$ cat config.mk
export PLATFORM = sky130hd
export DESIGN_NAME = truth_table_scanner
export DESIGN_NICKNAME = d
export VERILOG_FILES = /design/src/rtl/tts_pkg.sv /design/src/rtl/tts_settle_timer.sv /design/src/rtl/truth_table_scanner.sv
export SDC_FILE = /design/constraint.sdc
export NUM_CORES = 1
export LEC_CHECK = 0
export BUFFER_PORTS_ARGS = -buffer_cell sky130_fd_sc_hd__buf_4
export CAP_MARGIN = 20
export CORE_UTILIZATION = 58
export CTS_BUF_LIST = sky130_fd_sc_hd__clkbuf_4 sky130_fd_sc_hd__clkbuf_8
export DETAILED_ROUTE_END_ITERATION = 8
export PLACE_DENSITY = 0.89
export SLEW_MARGIN = 20
export SYNTH_ARGS = -nofsm -noshare
export SYNTH_HDL_FRONTEND = slang
export SYNTH_SLANG_ARGS = --single-unit
$ cat constraint.sdc
create_clock -name clk -period 2.9 [get_ports clk]
set_clock_uncertainty 0.15 [all_clocks]
set_input_delay 0.29 -clock clk [delete_from_list [all_inputs] [get_ports clk]]
set_output_delay 0.29 -clock clk [all_outputs]
set_load 0.02 [all_outputs]
$ cat src/rtl/tts_pkg.sv
// tts_pkg: shared types and constants for the truth table scanner.
//   state_t  - scanner FSM states
//   N_IN_DEF - default number of function inputs
//   SETTLE_DEF - default settle cycles per vector
//   tbl_w()  - truth table width (2^n) for n inputs
package tts_pkg;

    typedef enum logic [1:0] {IDLE, APPLY, SAMPLE, FINISH} state_t;

    localparam int N_IN_DEF   = 3;
    localparam int SETTLE_DEF = 2;

    function automatic int tbl_w(input int n);
        return 1 << n;
    endfunction

endpackage

$ cat src/rtl/tts_settle_timer.sv
// tts_settle_timer: loadable 4-bit down-counter with zero flag.
//   clk, rst_n - clock, async active-low reset
//   load       - load count with load_val (wins over en)
//   en         - decrement while nonzero
//   load_val   - value loaded on load
//   zero       - high when count is 0
module tts_settle_timer (
    input  logic       clk,
    input  logic       rst_n,
    input  logic       load,
    input  logic       en,
    input  logic [3:0] load_val,
    output logic       zero
);

    logic [3:0] count;

    always_ff @(posedge clk or negedge rst_n) begin
        if (!rst_n) count <= '0;
        else if (load) count <= load_val;
        else if (en && !zero) count <= count - 1'b1;
    end

    assign zero = count == '0;

endmodule

$ cat src/rtl/truth_table_scanner.sv
// truth_table_scanner: steps a combinational block through all input vectors and checks its truth table.
//   clk, rst_n - clock, async active-low reset
//   start      - begin a scan (IDLE only), abort - abandon scan (wins over start)
//   expected   - golden table, latched on accepted start
//   fn_in      - vector driven to the block, fn_out - block output
//   busy, done - scan in progress / one-cycle completion pulse
//   table_out, err_count, first_err, pass - captured table and comparison results
module truth_table_scanner
    import tts_pkg::*;
#(
    parameter int N_IN   = N_IN_DEF,
    parameter int SETTLE = SETTLE_DEF
) (
    input  logic                     clk,
    input  logic                     rst_n,
    input  logic                     start,
    input  logic                     abort,
    input  logic [tbl_w(N_IN)-1:0]   expected,
    output logic [N_IN-1:0]          fn_in,
    input  logic                     fn_out,
    output logic                     busy,
    output logic                     done,
    output logic [tbl_w(N_IN)-1:0]   table_out,
    output logic [N_IN:0]            err_count,
    output logic [N_IN-1:0]          first_err,
    output logic                     pass
);

    localparam int W = tbl_w(N_IN);

    state_t          state, state_nx;
    logic [N_IN:0]   idx;
    logic [W-1:0]    exp_q;
    logic            t_load, t_zero, mism, last;

    // idx carries one extra bit so the last-vector compare cannot alias a wrap
    assign mism = fn_out != exp_q[idx[N_IN-1:0]];
    assign last = idx == (N_IN+1)'(W-1);
    assign busy = state == APPLY || state == SAMPLE;
    assign done = state == FINISH;

    tts_settle_timer u_timer (
        .clk      (clk),
        .rst_n    (rst_n),
        .load     (t_load),
        .en       (state == APPLY),
        .load_val (4'(SETTLE-1)),
        .zero     (t_zero)
    );

    always_comb begin
        state_nx = state;
        t_load   = 1'b0;
        unique case (state)
            IDLE:   if (start) begin state_nx = APPLY; t_load = 1'b1; end
            APPLY:  if (t_zero) state_nx = SAMPLE;
            SAMPLE: begin state_nx = last ? FINISH : APPLY; t_load = !last; end
            FINISH: state_nx = IDLE;
        endcase
        if (abort) begin
            state_nx = IDLE;
            t_load   = 1'b0;
        end
    end

    always_ff @(posedge clk or negedge rst_n) begin
        if (!rst_n) begin
            state     <= IDLE;
            idx       <= '0;
            exp_q     <= '0;
            fn_in     <= '0;
            table_out <= '0;
            err_count <= '0;
            first_err <= '0;
            pass      <= 1'b0;
        end else begin
            state <= state_nx;
            if (abort) begin
                if (state != IDLE) fn_in <= '0;
            end else if (state == IDLE && start) begin
                exp_q     <= expected;
                idx       <= '0;
                fn_in     <= '0;
                table_out <= '0;
                err_count <= '0;
                first_err <= '0;
                pass      <= 1'b0;
            end else if (state == SAMPLE) begin
                table_out[idx[N_IN-1:0]] <= fn_out;
                if (mism) begin
                    err_count <= err_count + 1'b1;
                    if (err_count == '0) first_err <= idx[N_IN-1:0];
                end
                if (last) pass <= err_count == '0 && !mism;
                else begin
                    idx   <= idx + 1'b1;
                    fn_in <= N_IN'(idx + 1'b1);
                end
            end
        end
    end

endmodule

==> impl_metrics.py <==
metrics = {
    "hold_path": {
        "worstHoldEndpoint": "exp_q[0]$_DFFE_PN0P_",
        "hold_path.class": "in -> reg",
        "hp-start": "expected[0]",
        "min_path_cells": 2,
    },
    "synthesis": {
        "syn_avg_cell_area_um2": 9.77,
        "ys_top_cells_by_area": "dfrtp_1 47%, ha_1 6.4%, o21ai_0 5.6%",
        "ys_ff_latch": 37,
        "synth_cell_type_count": 36,
        "netlist_instances": 201,
        "yosys.area.top_type": "dfrtp_1",
        "ys_seq_area_share_pct": 47.1,
        "syn-num-nets": 224,
        "synthArstFlopShare_pct": 100,
        "synth_top_cell_area_share_pct": 47.1,
        "synthFlopType": "dfrtp_1",
        "synth.yosys.warnings": 0,
        "syn_area_mm2": 0.00196,
        "synth_edf_count": 0,
    },
    "setup_path": {
        "cp_max_fo": 8,
        "rr_startpoint": "state[1]$_DFFE_PN0P_",
        "critPathCaptureType": "register",
        "required_ps": 3020,
        "startpoint_type": "register",
        "cp.arrival_ps": 2410,
        "rr_worst_depth": 7,
        "ff2ff_setup_slack_ps": 610,
        "path_class": "reg -> reg",
        "r2r-end": "err_count[3]$_DFFE_PN0P_",
    },
    "detailed_routing": {
        "num_vias": 1667,
        "wl_um": 4340,
        "post-route-drc-count": 0,
        "routedWlPerCell_um": 15.3,
        "ant_nets": 0,
        "initialDrtViolationCount": 84,
        "drt_first_pass_iters": 4,
        "viasPerCell": 5.89,
    },
    "grt": {
        "met2_usage_pct": 45.4,
        "grt_usage_pct": 28.1,
        "grt_pass1_vias": 1656,
        "grt_max_degree": 38,
        "busiest_layer": "met2",
        "antenna_found_initial": 0,
        "grt_overflow": 0,
        "grt_pass1_wl_um": 7360,
        "grtUsageMet1_pct": 35.1,
        "use_met3_pct": 7.79,
    },
    "placed_design": {
        "hpwl_um": 3160,
        "dp_cells": 275,
        "portBuffers": 33,
        "place_congestion": 0.912,
        "dp_worst_setup_slack_ps": 652,
    },
    "clock_tree": {
        "postCtsSetupRepairBufs": 0,
        "cts_buffer_depth": 2,
        "cts_buffers": 5,
        "clkTransAtPathRegs_ps": 100,
        "clk_latency_ps": 350,
        "clockRootBuffer": "clkbuf_4",
        "cts_tree": "done",
        "h-tree-depth": 2,
        "cts.sinks": 37,
    },
    "floorplan": {
        "dieArea_mm2": 0.00362,
        "die_w_um": 60.2,
        "fp.dieH_um": 60.2,
        "num_rows": 20,
        "initial_utilization_pct": 62.8,
        "ios": 34,
        "coreArea_mm2": 0.00313,
    },
    "cells_and_area": {
        "antenna-diode-count": 0,
        "final_cell_mix": "39 x buf_4, 37 x dfrtp_1, 24 x nand2_1",
        "nets": 262,
        "n_fill_cell": 243,
        "final_common_cell": "buf_4",
        "instances_no_fill": 283,
        "synthToLayoutAreaGrowth_pct": 19.1,
        "drive_above_1_share_pct": 24.3,
    },
    "timing": {
        "fin_crit_sh_pct": 79.1,
        "grt_setup_unrepaired": "false",
        "layout_setup_ws_ps": 607,
        "tightest_slew_ps": 637,
        "slew-limit-headroom_pct": 57.5,
        "fin_tns_setup_ps": 0,
        "finalSetupViolations": 0,
        "fmax_ghz": 0.436,
        "finalHoldViolCount": 0,
        "drv_slew": 0,
        "fin_crit_ps": 2290,
    },
    "power": {
        "p_leak_nw": 1.10,
        "ir_drop_mv": 0.661,
        "p_per_area_mw_per_mm2": 1050,
    },
    "status": {
        "status": "finished, final reports clean",
    },
    "run": {
        "drv_cap": 0,
    },
}
Yosys cell counts (2+ instances only):
master    instances
dfrtp_1          37
nand2_1          24
o21ai_0          22
nor2_1           15
inv_1            11
ha_1             10
a21oi_1           8
clkbuf_1          8
mux2_2            8
mux2i_1           6
nand2b_1          5
nand3_1           5
a32o_1            4
a21o_1            3
a31oi_1           3
o31ai_1           3
xor2_1            3
a211oi_1          2
and2_1            2
nand4_1           2
nor3_1            2
o41ai_1           2
or2_2             2
or3_1             2
flip-flops by register name (all words and copies together) (netlist names):
signal / count
err_count: 4
exp_q: 8
first_err: 3
fn_in: 3
idx: 4
pass: 1
state: 2
table_out: 8
u_timer.count: 4
layer usage:
layer,vias to the layer above,part of all wire [%]
met4,0,2.0
met2,71,49
li1,786,-
met5,-,0
met3,14,6.2
met1,796,43
worst max path at each step:
stage,from,endpoint,slack [ps],cells after the start
finish,state[1]$_DFFE_PN0P_,err_count[3]$_DFFE_PN0P_,610,7
global route,state[1]$_DFFE_PN0P_,err_count[3]$_DFFE_PN0P_,440,7
CTS,state[1]$_DFFE_PN0P_,err_count[1]$_DFFE_PN0P_,620,7
detailed placement,state[1]$_DFFE_PN0P_,err_count[1]$_DFFE_PN0P_,650,7
global placement,idx[0]$_DFFE_PN0P_,err_count[1]$_DFFE_PN0P_,700,5
floorplan,idx[0]$_DFFE_PN0P_,err_count[3]$_DFFE_PN0P_,710,6
kinds of logic (layout without fill, tap and decap cells):
logic type | Yosys count | in the layout | synth area share [%]
AO/OA/AOI/OAI | 52 | 52 | 16.6
adder cells (fa/ha/maj) | 10 | 10 | 6.37
buffers and inverters | 20 | 58 | 4.20
flip-flops | 37 | 37 | 47.1
AND/OR/NAND/NOR | 62 | 62 | 14.4
multiplexers | 16 | 16 | 9.55
XOR/XNOR | 4 | 4 | 1.78
worst max-delay path, cell delays in order, from the launching register on:
cell,delay [ps]
dfrtp_1,420
inv_1,140
ha_1,210
and2_1,330
nor2_1,110
mux2_4,300
or4_1,470
o21ai_0,80
repair_timing:
action	CTS	global route
endpoints found under the hold margin	37	0
hold buffers	1	0
gates resized for setup	0	0
power breakdown:
| part | switching [mW] | internal [mW] | total [mW] |
|---|---|---|---|
| clock network | 0.171 | 0.124 | 0.295 |
| registers | 0.173 | 0.726 | 0.900 |
| logic | 0.711 | 0.556 | 1.27 |
metrics by stage:
stage / hold slack [ps] / total power, mW / util, % / cell area [µm²]
floorplan: -156 / 1.75 / - / 1960
global placement: 122 / 2.12 / 72.6 / 2270
detailed placement: 121 / 2.17 / 72.6 / 2270
CTS: 27.7 / 2.46 / 74.8 / 2340
global route: 6.13 / 2.64 / 74.8 / 2340
finish: 21.8 / 2.46 / 74.8 / 2340
layout make-up:
class | count | area (µm²) | area share, %
inverters | 11 | 41.3 | 1.76
multi-input cells | 144 | 956 | 40.9
clock buffers | 7 | 58.8 | 2.51
well taps | 44 | 55.1 | 2.35
repair buffers | 40 | 303 | 12.9
flip-flops and latches | 37 | 926 | 39.6
(Power assumes the default switching activity.)
